===== src/rtl/tpg_pkg.sv =====
// Shared types and defaults for the pseudo-random test-pattern source.
package tpg_pkg;

  typedef enum logic [1:0] {
    StIdle,
    StFill,
    StValid,
    StDone
  } tpg_state_e;

  localparam int unsigned TpgVecW  = 157;
  localparam int unsigned TpgLfsrW = 32;
  // x^32 + x^22 + x^2 + x + 1
  localparam logic [31:0] TpgPoly  = 32'h80200003;

  function automatic int unsigned nwords(input int unsigned vec_w, input int unsigned lfsr_w);
    return (vec_w + lfsr_w - 1) / lfsr_w;
  endfunction

endpackage


===== src/rtl/tpg_lfsr_step.sv =====
// Combinational Galois LFSR next-state; also intended for the downstream MISR.
module tpg_lfsr_step #(
  parameter int unsigned Width = 32
) (
  input  logic [Width-1:0] lfsr_i,
  input  logic [Width-1:0] poly_i,
  output logic [Width-1:0] next_o
);

  always_comb begin
    next_o = (lfsr_i >> 1) ^ (lfsr_i[0] ? poly_i : '0);
  end

endmodule


===== src/rtl/tpg_lfsr_source.sv =====
// LFSR test-pattern source: assembles VEC_W-bit vectors word by word and hands them
// out over valid/ready until a vector budget runs out. TPG_WEIGHTED_EN adds weight_sel.
module tpg_lfsr_source
  import tpg_pkg::*;
#(
  parameter int unsigned       VEC_W  = TpgVecW,
  parameter int unsigned       LFSR_W = TpgLfsrW,
  parameter logic [LFSR_W-1:0] POLY   = LFSR_W'(TpgPoly),
  parameter int unsigned       CNT_W  = 16
) (
  input  logic              clk,
  input  logic              rst_n,
  input  logic              start,
  input  logic              abort,
  input  logic              seed_load,
  input  logic [LFSR_W-1:0] seed,
  input  logic [CNT_W-1:0]  max_vec,
`ifdef TPG_WEIGHTED_EN
  input  logic [1:0]        weight_sel,
`endif
  output logic              vec_valid,
  input  logic              vec_ready,
  output logic [VEC_W-1:0]  vec_data,
  output logic [CNT_W-1:0]  vec_idx,
  output logic              busy,
  output logic              done
);

  localparam int unsigned NWords = nwords(VEC_W, LFSR_W);
  localparam int unsigned FillW  = $clog2(2 * NWords);
  localparam int unsigned LastW  = VEC_W - (NWords - 1) * LFSR_W;

  tpg_state_e        state_q, state_d;
  logic [LFSR_W-1:0] lfsr_q, lfsr_d, lfsr_next;
  logic [VEC_W-1:0]  vec_data_q, vec_data_d;
  logic [CNT_W-1:0]  vec_idx_q, vec_idx_d;
  logic [CNT_W-1:0]  budget_q, budget_d;
  logic [FillW-1:0]  fill_cnt_q, fill_cnt_d;
  logic              start_ok, fill_step, fill_last, word_we;
  logic [FillW-1:0]  word_sel;
  logic [LFSR_W-1:0] word_val;

  tpg_lfsr_step #(
    .Width (LFSR_W)
  ) u_step (
    .lfsr_i (lfsr_q),
    .poly_i (POLY),
    .next_o (lfsr_next)
  );

  assign start_ok = (state_q == StIdle || state_q == StDone) && start && !abort;

  always_comb begin
    state_d    = state_q;
    lfsr_d     = lfsr_q;
    vec_idx_d  = vec_idx_q;
    budget_d   = budget_q;
    fill_cnt_d = fill_cnt_q;
    fill_step  = 1'b0;
    unique case (state_q)
      StIdle, StDone: begin
        // A zero seed would lock the LFSR up, so it is replaced by 1.
        if (seed_load) lfsr_d = (seed == '0) ? LFSR_W'(1) : seed;
        if (start) begin
          state_d    = StFill;
          vec_idx_d  = '0;
          budget_d   = max_vec;
          fill_cnt_d = '0;
        end
      end
      StFill: begin
        fill_step  = 1'b1;
        lfsr_d     = lfsr_next;
        fill_cnt_d = fill_cnt_q + 1'b1;
        if (fill_last) state_d = StValid;
      end
      StValid: begin
        if (vec_ready) begin
          vec_idx_d  = vec_idx_q + 1'b1;
          fill_cnt_d = '0;
          state_d    = (budget_q != '0 && vec_idx_d == budget_q) ? StDone : StFill;
        end
      end
      default: state_d = StIdle;
    endcase
    if (abort) begin
      state_d   = StIdle;
      lfsr_d    = lfsr_q;
      vec_idx_d = vec_idx_q;
      fill_step = 1'b0;
    end
  end

`ifdef TPG_WEIGHTED_EN
  logic [1:0]        wsel_q, wsel_d;
  logic [LFSR_W-1:0] tmp_q, tmp_d;
  logic              weighted;

  assign weighted = (wsel_q == 2'd1) || (wsel_q == 2'd2);

  // Weighted modes spend two fill cycles per word: even cycle latches, odd cycle combines.
  always_comb begin
    wsel_d = start_ok ? weight_sel : wsel_q;
    tmp_d  = tmp_q;
    if (fill_step && !fill_cnt_q[0]) tmp_d = lfsr_q;
    if (weighted) begin
      fill_last = (fill_cnt_q == FillW'(2 * NWords - 1));
      word_sel  = fill_cnt_q >> 1;
      word_we   = fill_step && fill_cnt_q[0];
      word_val  = (wsel_q == 2'd1) ? (tmp_q & lfsr_q) : (tmp_q | lfsr_q);
    end else begin
      fill_last = (fill_cnt_q == FillW'(NWords - 1));
      word_sel  = fill_cnt_q;
      word_we   = fill_step;
      word_val  = lfsr_q;
    end
  end

  always_ff @(posedge clk or negedge rst_n) begin
    if (!rst_n) begin
      wsel_q <= 2'd0;
      tmp_q  <= '0;
    end else begin
      wsel_q <= wsel_d;
      tmp_q  <= tmp_d;
    end
  end
`else
  always_comb begin
    fill_last = (fill_cnt_q == FillW'(NWords - 1));
    word_sel  = fill_cnt_q;
    word_we   = fill_step;
    word_val  = lfsr_q;
  end
`endif

  // The top word keeps only the low LastW bits of its LFSR word.
  for (genvar k = 0; k < NWords; k++) begin : g_word
    localparam int unsigned Lo = k * LFSR_W;
    localparam int unsigned Wd = (k == NWords - 1) ? LastW : LFSR_W;
    assign vec_data_d[Lo +: Wd] = (word_we && word_sel == FillW'(k)) ? word_val[Wd-1:0]
                                                                      : vec_data_q[Lo +: Wd];
  end

  always_ff @(posedge clk or negedge rst_n) begin
    if (!rst_n) begin
      state_q    <= StIdle;
      lfsr_q     <= LFSR_W'(1);
      vec_data_q <= '0;
      vec_idx_q  <= '0;
      budget_q   <= '0;
      fill_cnt_q <= '0;
    end else begin
      state_q    <= state_d;
      lfsr_q     <= lfsr_d;
      vec_data_q <= vec_data_d;
      vec_idx_q  <= vec_idx_d;
      budget_q   <= budget_d;
      fill_cnt_q <= fill_cnt_d;
    end
  end

  assign vec_valid = (state_q == StValid);
  assign busy      = (state_q == StFill) || (state_q == StValid);
  assign done      = (state_q == StDone);
  assign vec_data  = vec_data_q;
  assign vec_idx   = vec_idx_q;

endmodule

===== config.mk =====
export PLATFORM = sky130hd
export DESIGN_NAME = tpg_lfsr_source
export DESIGN_NICKNAME = d
export VERILOG_FILES = /design/src/rtl/tpg_pkg.sv /design/src/rtl/tpg_lfsr_step.sv /design/src/rtl/tpg_lfsr_source.sv
export SDC_FILE = /design/constraint.sdc
export NUM_CORES = 1
export LEC_CHECK = 0
export BUFFER_PORTS_ARGS = -buffer_cell sky130_fd_sc_hd__buf_4
export CAP_MARGIN = 20
export CORE_AREA = 2 2 133 135
export CTS_CLUSTER_DIAMETER = 200
export DETAILED_ROUTE_END_ITERATION = 10
export DIE_AREA = 0 0 135 137
export HOLD_SLACK_MARGIN = 0.06
export MAX_ROUTING_LAYER = met4
export PLACE_DENSITY = 0.84
export SETUP_SLACK_MARGIN = 0.4
export SLEW_MARGIN = 20
export SYNTH_ARGS = -nofsm -noshare
export SYNTH_HDL_FRONTEND = slang
export SYNTH_SLANG_ARGS = --single-unit

===== constraint.sdc =====
create_clock -name clk -period 4.6 [get_ports clk]
set_input_delay 0.92 -clock clk [delete_from_list [all_inputs] [get_ports clk]]
set_output_delay 0.92 -clock clk [all_outputs]
set_load 0.005 [all_outputs]

==> flow_metrics.tcl, run 1 <==
set metrics [dict create \
    status "complete, no violations" \
    avgViaCountPerCell 5.66 \
    htreeDepth 1 \
    cts_tree "yes" \
    max_slew.worst_pin.slew_ns 1.08 \
    fillers 1199 \
    start_util_pct 57.0 \
    hold_violations 0 \
    ir_drop_v 0.000370 \
    avgSynthCellArea_um2 13.2 \
    setup_viol 0 \
    cp-end-kind "register" \
    cts-root-buf "clkbuf_16" \
    rsz0062_at_grt "no" \
    met3_usage_pct 5.33 \
    synth_edf_count 0 \
    ctsResizeCount 0 \
    r2r-end "vec_idx[15]$_DFFE_PN0P_" \
    drt-initial-drc-count 362 \
    final_nets 1023 \
    die-height_um 137 \
    numPortBuffers 229 \
    syn-num-nets 801 \
    holdWs_ns 0.433 \
    ys_ff_latch 227 \
    ant_nets 0 \
    yosys_warnings 0 \
    grt_usage_pct 27.2 \
    synth_compound_area_share_pct 5.91 \
    cp_cell_sequence "inv_1 > ha_1 > inv_1 > o22ai_2 > a211o_1 > nor3_1 > a21oi_1 > o21ai_0" \
    leakage_uw 0.00591 \
    use_met1_pct 35.4 \
    critPathKind "reg -> reg" \
    grt_start_max_net_pins 98 \
    syn_inst 739 \
    r2r_slack_ns 1.79 \
    firstDrtPassIters 4 \
    grt_overflow 0 \
    cts_setup_buffers 0 \
    hp-class "in -> async" \
    path_common_cell "inv_1" \
    finalSetupTns_ns 0 \
    skew_ns 0.0110 \
    synthToLayoutAreaGrowth_pct 27.9 \
    wl_per_cell_um 20.3 \
    cts_hold_buf 0 \
    post-dp-hpwl_um 16500 \
    die_area_mm2 0.0185 \
    synth_top_family_by_area "multiplexers" \
    fin_util_pct 72.9 \
    syn-cell-area_mm2 0.00973 \
    cts_sinks 227 \
    met2_usage_pct 44.5 \
    critical_path.slowest_cell "a211o_1" \
    insertion_delay_ns 0.50 \
    power_density_mw_per_mm2 545 \
    drive_gt1_share_pct 47.0 \
    critPathMaxStageDelay_ns 0.50 \
    grt_pass1_wl_um 38100 \
    yosys.area_share.simple_pct 7.09 \
    layout_common_cells "235 x buf_4, 226 x dfrtp_1, 168 x mux2_2, 42 x nor2_1, 35 x a21oi_1" \
    slew_violations 0 \
    place_congestion 0.844 \
    final_common_cell "buf_4" \
    num_antenna_cells 0 \
    synth.area.mux_share_pct 23.5 \
    ys_seq_area_share_pct 58.4 \
    ys_async_sr_fraction_pct 100 \
    reg2reg_depth 8 \
    r2r_start "state_q[0]$_DFFE_PN0P_" \
    cp_max_fo 18 \
    ios 230 \
    grt_busiest_layer "met2" \
    drc 0 \
    crit_required_ns 4.97 \
    max_slew_margin_pct 27.6 \
    antenna_found_initial 0 \
    yosysUniqueCellTypes 56 \
    synth_xor_area_share_pct 1.80 \
    max_freq_mhz 355 \
    synthAdderAreaFrac_pct 1.03 \
    vias 6811 \
    period_minus_slack_ns 2.81 \
    wirelength_um 24400 \
    core_area_mm2 0.0171 \
    setup.worst_path.start_class "register" \
    ys.flop_type "dfrtp_1" \
    ctsLongestPathBuffers 3 \
    clk_pin_slew_ns 0.06 \
    fp.dieW_um 135 \
    cp.arrival_ns 3.18 \
    cts_inserted_buffers 24 \
    period_share_pct 61.2 \
    grt_pass1_vias 6990 \
    rows 48 \
    maxCapViolations 0 \
]
-- logic make-up (layout without fill, tap and decap cells) --
family	Yosys count	count (layout)
and+or+nand+nor	135	135
xor gates and xnor gates	20	20
muxes	206	206
buffers and inverters	49	288
AOI/OAI and AO/OA	94	94
DFF	227	227
adders and majority gates	8	8
-- metal layers --
layer | routed length, µm | share of wire [%]
met1 | 10200 | 42
met2 | 12200 | 50
met3 | 1590 | 6.5
met4 | 450 | 1.8
met5 | 0 | 0
-- area by class of cell --
class                      count  area, µm²  area share, %
sequential                   227       5680           45.7
tap                          225        282           2.26
clock buffer                  38        734           5.91
timing repair buffer         236       1780           14.3
multi-input combinational    463       3850           31.0
clock inverter                 5       75.1          0.604
inverter                       9       33.8          0.272
-- where the power goes --
part           total, µW  internal (µW)  switching [µW]
registers           3070           2590             478
clock network       1970           1200             771
logic               1740           1110             629
-- through the flow --
stage               instance area [µm²]  total power [µW]  worst slack (ns)  std cells
floorplan                          9730              3660              2.39        739
global placement                  11600              4740              1.51       1160
detailed placement                11600              4830              1.44       1160
CTS                               12400              6830              1.79       1203
global route                      12400              7110              1.53       1203
finish                            12400              6780              1.79       1203
-- registers in the layout (all words and copies together), names as in the netlist --
signal,count
budget_q,16
fill_cnt_q,4
lfsr_q,32
state_q,2
vec_data,157
vec_idx,16
-- synthesized netlist by cell type, types with 2 or more instances --
| cell | count | share of area (%) |
|---|---|---|
| nor3_1 | 4 | 0.21 |
| nand3b_1 | 2 | 0.15 |
| nand4_1 | 6 | 0.39 |
| inv_1 | 9 | 0.35 |
| o21ai_0 | 28 | 1.4 |
| a21o_1 | 4 | 0.31 |
| nand2_1 | 29 | 1.1 |
| nand2b_1 | 3 | 0.19 |
| nand3_2 | 2 | 0.21 |
| and2_1 | 2 | 0.13 |
| buf_2 | 8 | 0.41 |
| mux2_2 | 168 | 19 |
| xor2_1 | 7 | 0.63 |
| ha_1 | 8 | 1.0 |
| o41ai_1 | 2 | 0.18 |
| nor2_1 | 43 | 1.7 |
| buf_1 | 11 | 0.42 |
| nor3b_1 | 2 | 0.15 |
| a31oi_1 | 2 | 0.13 |
| xnor2_1 | 13 | 1.2 |
| clkbuf_1 | 15 | 0.58 |
| a21oi_1 | 35 | 1.8 |
| dfrtp_1 | 226 | 58 |
| mux2_1 | 8 | 0.93 |
| o31ai_1 | 11 | 0.85 |
| nand3_1 | 9 | 0.46 |
| mux2i_1 | 30 | 3.1 |
| buf_4 | 5 | 0.39 |
| or3_1 | 3 | 0.19 |
| and3_1 | 2 | 0.13 |
| nor2b_1 | 3 | 0.19 |
| nor4_1 | 15 | 0.96 |
-- worst max path at each step --
stage	to	start	cells after the start
global placement	vec_data[126]$_DFFE_PN0P_	abort	5
global route	vec_idx[15]$_DFFE_PN0P_	state_q[0]$_DFFE_PN0P_	8
detailed placement	vec_data[94]$_DFFE_PN0P_	abort	5
finish	vec_idx[15]$_DFFE_PN0P_	state_q[0]$_DFFE_PN0P_	8
CTS	vec_idx[12]$_DFFE_PN0P_	state_q[0]$_DFFE_PN0P_	7
floorplan	vec_data[125]$_DFFE_PN0P_	abort	5
-- critical path: cells and delay by family (launching register included) --
family                     cells  cell delay (ns)
AOI/OAI and AO/OA              4             1.22
adders and majority gates      1             0.48
buffers and inverters          2             0.41
DFF                            1             0.43
and+or+nand+nor                1             0.14
Note: power is estimated with default switching activity, not from simulation.
==> inputs of run 2 (changes only) <==
--- a/config.mk
+++ b/config.mk
@@ -7,13 +7,13 @@
 export LEC_CHECK = 0
 export BUFFER_PORTS_ARGS = -buffer_cell sky130_fd_sc_hd__buf_4
 export CAP_MARGIN = 20
-export CORE_AREA = 2 2 133 135
+export CORE_AREA = 2 2 138 140
 export CTS_CLUSTER_DIAMETER = 200
 export DETAILED_ROUTE_END_ITERATION = 10
-export DIE_AREA = 0 0 135 137
+export DIE_AREA = 0 0 140 142
 export HOLD_SLACK_MARGIN = 0.06
 export MAX_ROUTING_LAYER = met4
-export PLACE_DENSITY = 0.84
+export PLACE_DENSITY = 0.79
 export SETUP_SLACK_MARGIN = 0.4
 export SLEW_MARGIN = 20
 export SYNTH_ARGS = -nofsm -noshare
==> constraint.sdc (replaced) <==
create_clock -name clk -period 2.9 [get_ports clk]
set_input_delay 0.58 -clock clk [delete_from_list [all_inputs] [get_ports clk]]
set_output_delay 0.58 -clock clk [all_outputs]
set_load 0.005 [all_outputs]
==> run 2 against run 1 <==
Against the previous run:
- the flow now finishes with violations (design-rule violations)
- sequential power rose by 57%
- total power rose by 56%
- die area rose by 7.5%
- register-to-register slack got worse by 1.2 ns
- core utilization fell by 4.8 points
- combinational power rose by 58%
- largest cell class unchanged
==> flow_metrics.tcl, run 2 (synthesized netlist as in run 1, its figures left out) <==
set metrics [dict create \
    cts_sinks 227 \
    drc 11 \
    max_slew.worst_pin.slew_ns 0.701 \
    cts_setup_buffers 0 \
    ios 230 \
    slew_violations 0 \
    hp-class "in -> reg" \
    hold_depth 2 \
    critPathKind "reg -> reg" \
    min_to "state_q[0]$_DFFE_PN0P_" \
    num_antenna_cells 0 \
    htreeDepth 1 \
    r2r_slack_ns 0.61 \
    power_density_mw_per_mm2 841 \
    post-dp-hpwl_um 16700 \
    cp-end-kind "register" \
    ctsLongestPathBuffers 3 \
    insertion_delay_ns 0.52 \
    largest_reg_flops 157 \
    antenna_found_initial 0 \
    place_congestion 0.841 \
    final_common_cell "buf_4" \
    rows 50 \
    grt_overflow 0 \
    wl_per_cell_um 19.7 \
    max_freq_mhz 436 \
    grt_pass1_vias 7133 \
    crit_required_ns 3.34 \
    grt_start_max_net_pins 80 \
    rsz0062_at_grt "no" \
    finalSetupTns_ns 0 \
    period_minus_slack_ns 2.29 \
    cts-root-buf "clkbuf_16" \
    r2r_start "state_q[0]$_DFFE_PN0P_" \
    layout_setup_ws_ns 0.609 \
    die-height_um 142 \
    drive_gt1_share_pct 47.6 \
    numPortBuffers 229 \
    status "complete, but fails checks" \
    period_share_pct 79.0 \
    grt_usage_pct 25.2 \
    skew_ns 0.0124 \
    drt-initial-drc-count 270 \
    grt_pass1_wl_um 38700 \
    cp_max_fo 11 \
    cts_tree "yes" \
    core_area_mm2 0.0185 \
    clk_pin_slew_ns 0.06 \
    place_ws_ns 0.582 \
    final_nets 1035 \
    synthToLayoutAreaGrowth_pct 29.3 \
    die_area_mm2 0.0199 \
    fp.dieW_um 140 \
    violations "design-rule violations" \
    firstDrtPassIters 8 \
    maxCapViolations 0 \
    r2r-end "state_q[1]$_DFFE_PN0P_" \
    cts_inserted_buffers 24 \
    max_slew_margin_pct 53.1 \
    leakage_uw 0.00597 \
    ant_nets 0 \
    vias 6819 \
    ir_drop_v 0.000519 \
    setup_viol 0 \
    hold_start "abort" \
    cp.arrival_ns 2.73 \
    reg2reg_depth 8 \
    hold_violations 0 \
    layout_common_cells "241 x buf_4, 226 x dfrtp_1, 168 x mux2_2, 42 x nor2_1, 35 x a21oi_1" \
    setup.worst_path.start_class "register" \
    avgViaCountPerCell 5.57 \
    wirelength_um 24100 \
    start_util_pct 52.7 \
]
## run 2: cell types whose count changed in the layout (fill, tap and decap cells not counted), sizes merged
cell         previous run  this run
clkinv                  3         6
dlygate4sd3             0         1
buf                   236       247
clkbuf                 38        35
## run 2: stage by stage
step	cell area, µm²	cells	power, µW	utilization, %	hold WS, ns
final	12600	1224	10600	68.1	0.298
after global routing	12600	1224	11100	68.1	0.285
after CTS	12600	1224	10700	68.1	0.280
after detailed placement	11800	1180	7640	63.8	0.491
after global placement	11800	1180	7520	63.8	0.477
after floorplan	9730	739	5810	-	0.284
## run 2: metal layers
metal  global-route usage, %  wire, µm  up-vias
li1                        -         -     3121
met1                    33.0     10200     3454
met2                    40.6     11800      190
met3                    4.21      1290       54
met4                    8.35       754        0
met5                       -         0        -
## run 2: repair_timing
| item | in CTS | in global routing |
|---|---|---|
| endpoints found under the setup margin | 0 | 1 |
| hold endpoints to repair | 3 | 0 |
| gates resized for setup | 0 | 2 |
| hold buffers | 1 | 0 |
## run 2: power by group
part / internal (µW) / total (µW) / switching (µW)
combinational: 1770 / 2750 / 980
sequential: 4110 / 4810 / 706
clock: 1790 / 3010 / 1220
total: 7670 / 10600 / 2910
## run 2: critical path, cell delays in order, from the launching register on
cell and delay, ns:
dfrtp_1 0.38, inv_1 0.06, ha_1 0.20, inv_1 0.28
o22ai_2 0.24, a2111oi_1 0.45, nand3_1 0.16, a2111oi_2 0.25
a41o_1 0.20
## run 2: worst max path at each step
| stage | start | to | slack, ns | depth (start not counted) |
|---|---|---|---|---|
| CTS | vec_idx[2]$_DFFE_PN0P_ | state_q[1]$_DFFE_PN0P_ | 0.55 | 6 |
| detailed placement | vec_idx[2]$_DFFE_PN0P_ | state_q[1]$_DFFE_PN0P_ | 0.58 | 6 |
| global route | state_q[0]$_DFFE_PN0P_ | state_q[1]$_DFFE_PN0P_ | 0.40 | 8 |
| floorplan | state_q[0]$_DFFE_PN0P_ | vec_idx[12]$_DFFE_PN0P_ | 0.81 | 9 |
| global placement | vec_idx[2]$_DFFE_PN0P_ | state_q[1]$_DFFE_PN0P_ | 0.59 | 6 |
| finish | state_q[0]$_DFFE_PN0P_ | state_q[1]$_DFFE_PN0P_ | 0.61 | 8 |
## run 2: area by class of cell
class                           instances  area (µm²)
Timing Repair Buffer                  248        1930
Sequential cell                       227        5680
Clock inverter                          8         101
Fill cell                            1369        5880
Multi-Input combinational cell        463        3860
Inverter                                9        33.8
Clock buffer                           35         672
Tap cell                              234         293
